### src/rtl/rob_retire_ctrl.sv
// In-order retirement controller for a 4-entry ring buffer.
// Peeks the head every cycle and removes it once its done flag is set. The
// payload moves into a one-entry registered val/rdy output stage. A flush
// drains every buffered entry without retiring it, and counts as finished
// only when a cycle sees the buffer empty.
module rob_retire_ctrl #(
  parameter int ENTRY_BITWIDTH = 16,
  parameter int DONE_BIT       = 15,
  parameter int CNT_NBITS      = 8
) (
  input  logic                      clk,
  input  logic                      reset,
  output logic                      peek_port_call,
  input  logic                      peek_port_rdy,
  input  logic [ENTRY_BITWIDTH-1:0] peek_port_value,
  output logic                      remove_port_call,
  input  logic                      remove_port_rdy,
  output logic                      retire_val,
  input  logic                      retire_rdy,
  output logic [DONE_BIT-1:0]       retire_msg,
  input  logic                      flush_call,
  output logic                      flush_rdy,
  output logic                      busy,
  output logic [CNT_NBITS-1:0]      retire_count
);

  typedef enum logic {RUN, FLUSH} state_t;

  state_t               state, state_nxt;
  logic                 out_val;
  logic [DONE_BIT-1:0]  out_msg;
  logic                 head_done, space, fire, flush_acc, handshake;

  assign handshake  = out_val & retire_rdy;
  assign space      = !out_val | retire_rdy;
  assign retire_val = out_val;
  assign retire_msg = out_msg;
  assign flush_rdy  = (state == RUN);
  assign busy       = (state == FLUSH) | out_val;

  // Next state and port calls. The remove decision is combinational from the
  // current head and downstream ready, so back-to-back retires need no bubble.
  always_comb begin
    state_nxt        = state;
    peek_port_call   = 1'b0;
    remove_port_call = 1'b0;
    head_done        = 1'b0;
    fire             = 1'b0;
    flush_acc        = 1'b0;
    case (state)
      RUN: begin
        peek_port_call   = peek_port_rdy;
        head_done        = peek_port_rdy & peek_port_value[DONE_BIT];
        // A flush takes priority over a retire in the same cycle. Also gate
        // on remove_port_rdy so a remove never goes to an empty buffer.
        fire             = head_done & space & !flush_call & remove_port_rdy;
        remove_port_call = fire;
        flush_acc        = flush_call;
        if (flush_call) state_nxt = FLUSH;
      end
      FLUSH: begin
        // Drain every entry whatever its done flag. Leave FLUSH only after
        // a cycle that sees the buffer empty, so entries allocated during
        // the drain are removed too.
        remove_port_call = remove_port_rdy;
        if (!remove_port_rdy) state_nxt = RUN;
      end
    endcase
    if (reset) begin
      peek_port_call   = 1'b0;
      remove_port_call = 1'b0;
      fire             = 1'b0;
      flush_acc        = 1'b0;
    end
  end

  // State register, output stage and retire counter.
  always_ff @(posedge clk) begin
    if (reset) begin
      state        <= RUN;
      out_val      <= 1'b0;
      out_msg      <= '0;
      retire_count <= '0;
    end else begin
      state <= state_nxt;
      if (handshake) retire_count <= retire_count + CNT_NBITS'(1);
      if (flush_acc) begin
        // Drop any output that was not accepted this cycle.
        out_val <= 1'b0;
      end else if (fire) begin
        out_val <= 1'b1;
        out_msg <= peek_port_value[DONE_BIT-1:0];
      end else if (handshake) begin
        out_val <= 1'b0;
      end
    end
  end

endmodule
### config.mk
export PLATFORM = sky130hd
export DESIGN_NAME = rob_retire_ctrl
export DESIGN_NICKNAME = d
export VERILOG_FILES = /design/src/rtl/rob_retire_ctrl.sv
export SDC_FILE = /design/constraint.sdc
export NUM_CORES = 1
export LEC_CHECK = 0
export ABC_AREA = 0
export CAP_MARGIN = 20
export CORE_ASPECT_RATIO = 1.1
export CORE_MARGIN = 2
export CORE_UTILIZATION = 40
export CTS_CLUSTER_SIZE = 24
export DETAILED_ROUTE_END_ITERATION = 10
export PLACE_DENSITY = 0.82
export SLEW_MARGIN = 20
export SYNTH_ARGS = -nofsm -noshare
export SYNTH_HDL_FRONTEND = slang
export SYNTH_SLANG_ARGS = --single-unit
### constraint.sdc
create_clock -name clk -period 3 [get_ports clk]
set_input_delay 0.45 -clock clk [delete_from_list [all_inputs] [get_ports clk]]
set_output_delay 0.45 -clock clk [all_outputs]
set_load 0.02 [all_outputs]
==> metrics.log <==
[metrics] result of the run: finished, final reports clean
[metrics] Static Leak: 0.6367 nW
[metrics] vias in the first global route: 972
[metrics] nets: 181
[metrics] Cell variety after synth: 27
[metrics] final clock skew: 0.01428 ns
[metrics] gr ovfl total: 0
[metrics] average footprint of a synthesized cell: 10.45 um2
[metrics] count of input and output buffers: 49
[metrics] register bit total from synthesis: 25
[metrics] post-route clock period utilization: 84.38%
[metrics] final-report setup violation count: 0
[metrics] height of the die: 59.18 um
[metrics] actual slew at the worst max-slew pin: 0.4674 ns
[metrics] Setup crit start: retire_rdy
[metrics] destination of the critical timing path: remove_port_call
[metrics] detailed router's first-iteration violation count: 10
[metrics] CTS sink count: 25
[metrics] library cell occupying the most area in the post-synthesis netlist: sky130_fd_sc_hd__dfxtp_1
[metrics] # resized after CTS: 0
[metrics] Area Growth Syn to Fin: 49.83%
[metrics] count of inserted antenna diode cells: 0
[metrics] count of non-filler cells in the finished layout: 190
[metrics] Hold Crit Start: retire_count[7]$_SDFFE_PP0P_
[metrics] count of pins on the block boundary: 50
[metrics] Register-to-Register Setup Slack: 1.45 ns
[metrics] Post-synth ARST share: 0%
[metrics] number of filler instances in the final layout: 228
[metrics] final weighted congestion in routability-driven placement: 0.7589
[metrics] post-DR wirelength/cell: 12.74 um
[metrics] GRT Overall Usage: 16.82%
[metrics] half-perimeter wire length after detailed placement: 1.836 mm
[metrics] TritonCTS clock tree: done
[metrics] die outline area: 3205 um2
[metrics] unrepaired setup endpoints after global routing: no
[metrics] total nets after synthesis: 129
[metrics] cell count of the worst reg-to-reg path: 3
[metrics] Die Span X: 54.17 um
[metrics] Max rail drop VDD: 0.2378 mV
[metrics] Register Area: 500.5 um2
[metrics] Critical Path Start Type: primary input
[metrics] clock network latency to the later pin of the worst-skew pair: 0.32 ns
[metrics] antenna-violating nets left: 0
[metrics] beginning of the worst register-to-register path: state$_SDFF_PP0_
[metrics] maximum fanout along the worst path: 6
[metrics] FMAX: 395.0 MHz
[metrics] shortest clock period the worst path allows after layout: 2.531 ns
[metrics] Critical Path Sink Type: primary output
[metrics] arrival time reported for the critical path endpoint: 2.08 ns
[metrics] cell count after synthesis: 106
[metrics] share of layout cells above drive strength 1: 16.56%
[metrics] most numerous cell in the Yosys netlist: sky130_fd_sc_hd__dfxtp_1
[metrics] H-tree levels: 1
[metrics] power density over the cells: 336.2 nW/um2
[metrics] share of synthesized area occupied by flip-flops and latches: 45.20%
[metrics] post-CTS setup-driven buffer insertion count: 0
[metrics] kind of critical path: in -> out
[metrics] area taken by multi-input logic gates: 574.3 um2
[metrics] clock transition time at the flip-flop clock pins of the worst setup and hold paths: 0.15 ns
[metrics] Yosys Warn Count: 0
[metrics] post-cts hold buffer count: 0
[metrics] number of iterations in the first detailed-routing pass: 4
[metrics] hold crit path type: reg -> reg
[metrics] prevailing post-synth register cell: sky130_fd_sc_hd__dfxtp_1
[metrics] sum of negative setup slack: 0 ns
[metrics] number of placed instances with taps included: 186
[metrics] final-report hold violation count: 0
[metrics] largest net degree at the start of global routing: 16
[metrics] antenna violations before repair: 0
[metrics] total number of vias: 927
[metrics] Post-synth EDFFs: 0
[metrics] top cells by area, synth: sky130_fd_sc_hd__dfxtp_1, sky130_fd_sc_hd__mux2_4, sky130_fd_sc_hd__nor2b_1, sky130_fd_sc_hd__mux2_2, sky130_fd_sc_hd__a21oi_1
[metrics] max-slew violations: 0
[metrics] global-route wire length before repair: 4.015 mm
[metrics] Max-slew headroom: 68.80%
[metrics] end of the worst register-to-register path: retire_msg[6]$_SDFFE_PP0P_
[metrics] area share of the largest cell type after synthesis: 45.20%
[metrics] post-DR vias/cell: 4.879
[metrics] Crit path required time: 2.55 ns
[metrics] Clock Tree Root: sky130_fd_sc_hd__clkbuf_4
[metrics] core area: 2703 um2
[metrics] number of max-cap violations: 0
[metrics] Residual DRC: 0
[metrics] Final Routed Wirelength: 2.421 mm
[metrics] Row Count: 20
[metrics] top cell types by occurrence after synthesis: sky130_fd_sc_hd__dfxtp_1, sky130_fd_sc_hd__nor2b_1, sky130_fd_sc_hd__mux2_4
[metrics] Post-Synthesis Cell Area: 1107 um2
[metrics] initial core utilization: 40.97%
[metrics] CTS max path bufs: 2
[metrics] clock buffers created by TritonCTS: 3
[worst min-delay path by stage]
stage / depth (start not counted) / endpoint / slack, ns
floorplan: 2 / state$_SDFF_PP0_ / 0.49
global placement: 2 / retire_count[7]$_SDFFE_PP0P_ / 0.46
detailed placement: 2 / retire_count[7]$_SDFFE_PP0P_ / 0.49
CTS: 2 / retire_count[7]$_SDFFE_PP0P_ / 0.52
global route: 2 / retire_count[1]$_SDFFE_PP0P_ / 0.55
finish: 2 / retire_count[7]$_SDFFE_PP0P_ / 0.51
[sequential cells by signal, indices dropped and copies added (netlist names)]
name	flops
retire_msg	15
retire_count	8
retire_val	1
state	1
[power breakdown]
group / internal (mW) / switching (mW) / total, mW
Sequential: 0.336 / 0.00295 / 0.339
Combinational: 0.0425 / 0.0261 / 0.0686
Clock: 0.0508 / 0.0998 / 0.151
[metal layers]
layer | vias to the layer above | global-route usage, % | share of wire [%]
met5 | - | 0 | 0
met4 | 0 | 7.143 | 0.37
met3 | 2 | 3.788 | 6.2
met2 | 32 | 28.57 | 50
met1 | 424 | 19.91 | 43
li1 | 469 | - | -
[critical path: stages]
cell and delay, ns:
sky130_fd_sc_hd__clkdlybuf4s50_1 0.58, sky130_fd_sc_hd__nand2b_1 0.21, sky130_fd_sc_hd__nand2_1 0.08, sky130_fd_sc_hd__a21oi_1 0.14, sky130_fd_sc_hd__clkdlybuf4s50_1 0.62
[layout make-up]
class,count,share of cell area [%]
well taps,33,2.489
flip-flops and latches,25,30.17
clock inverters,1,0.4525
inverters,2,0.4525
multi-input cells,75,34.62
repair buffers,51,30.47
clock buffers,3,1.357
[kinds of logic (layout without fill, tap and decap cells)]
group,Yosys count,after routing,synth area share [%]
buffers and inverters,6,57,2.938
AO/OA/AOI/OAI,12,12,6.214
adder cells (fa/ha/maj),1,1,1.130
AND/OR/NAND/NOR,44,44,23.28
XOR/XNOR,2,2,1.582
flip-flops,25,25,45.20
multiplexers,16,16,19.66
[placed cells by master (no fill, tap or decap)]
cell type,n
sky130_fd_sc_hd__clkdlybuf4s50_1,49
sky130_fd_sc_hd__dfxtp_1,25
sky130_fd_sc_hd__nor2b_1,16
sky130_fd_sc_hd__mux2_4,10
sky130_fd_sc_hd__nand2_1,7
sky130_fd_sc_hd__a21oi_1,7
sky130_fd_sc_hd__mux2_2,6
sky130_fd_sc_hd__nand3_1,4
sky130_fd_sc_hd__nor2_1,4
sky130_fd_sc_hd__clkbuf_4,3
sky130_fd_sc_hd__inv_1,2
sky130_fd_sc_hd__nand3_2,2
sky130_fd_sc_hd__nand4_1,2
sky130_fd_sc_hd__o31ai_1,2
sky130_fd_sc_hd__or4_1,2
sky130_fd_sc_hd__o21ai_0,2
sky130_fd_sc_hd__xor2_1,2
sky130_fd_sc_hd__buf_4,2
sky130_fd_sc_hd__or2_2,1
sky130_fd_sc_hd__nand2b_1,1
sky130_fd_sc_hd__and4b_1,1
sky130_fd_sc_hd__nor3b_1,1
sky130_fd_sc_hd__nor3_1,1
sky130_fd_sc_hd__a221oi_1,1
sky130_fd_sc_hd__or3_1,1
sky130_fd_sc_hd__or3_2,1
sky130_fd_sc_hd__ha_1,1
sky130_fd_sc_hd__clkinvlp_4,1
[metrics by stage]
stage	area, um2	setup slack [ns]	utilization (%)	power, mW	hold slack (ns)
4_1_cts	1659	0.4466	61.39	0.5684	0.5154
6_report	1659	0.4686	61.39	0.5578	0.5116
5_1_grt	1659	0.3381	61.39	0.5856	0.5533
3_3_place_gp	1629	0.5162	60.28	0.4125	0.4573
2_1_floorplan	1107	1.043	-	0.3697	0.4881
3_5_place_dp	1629	0.4611	60.28	0.4149	0.4948
Power figures use the tool's default switching activity.
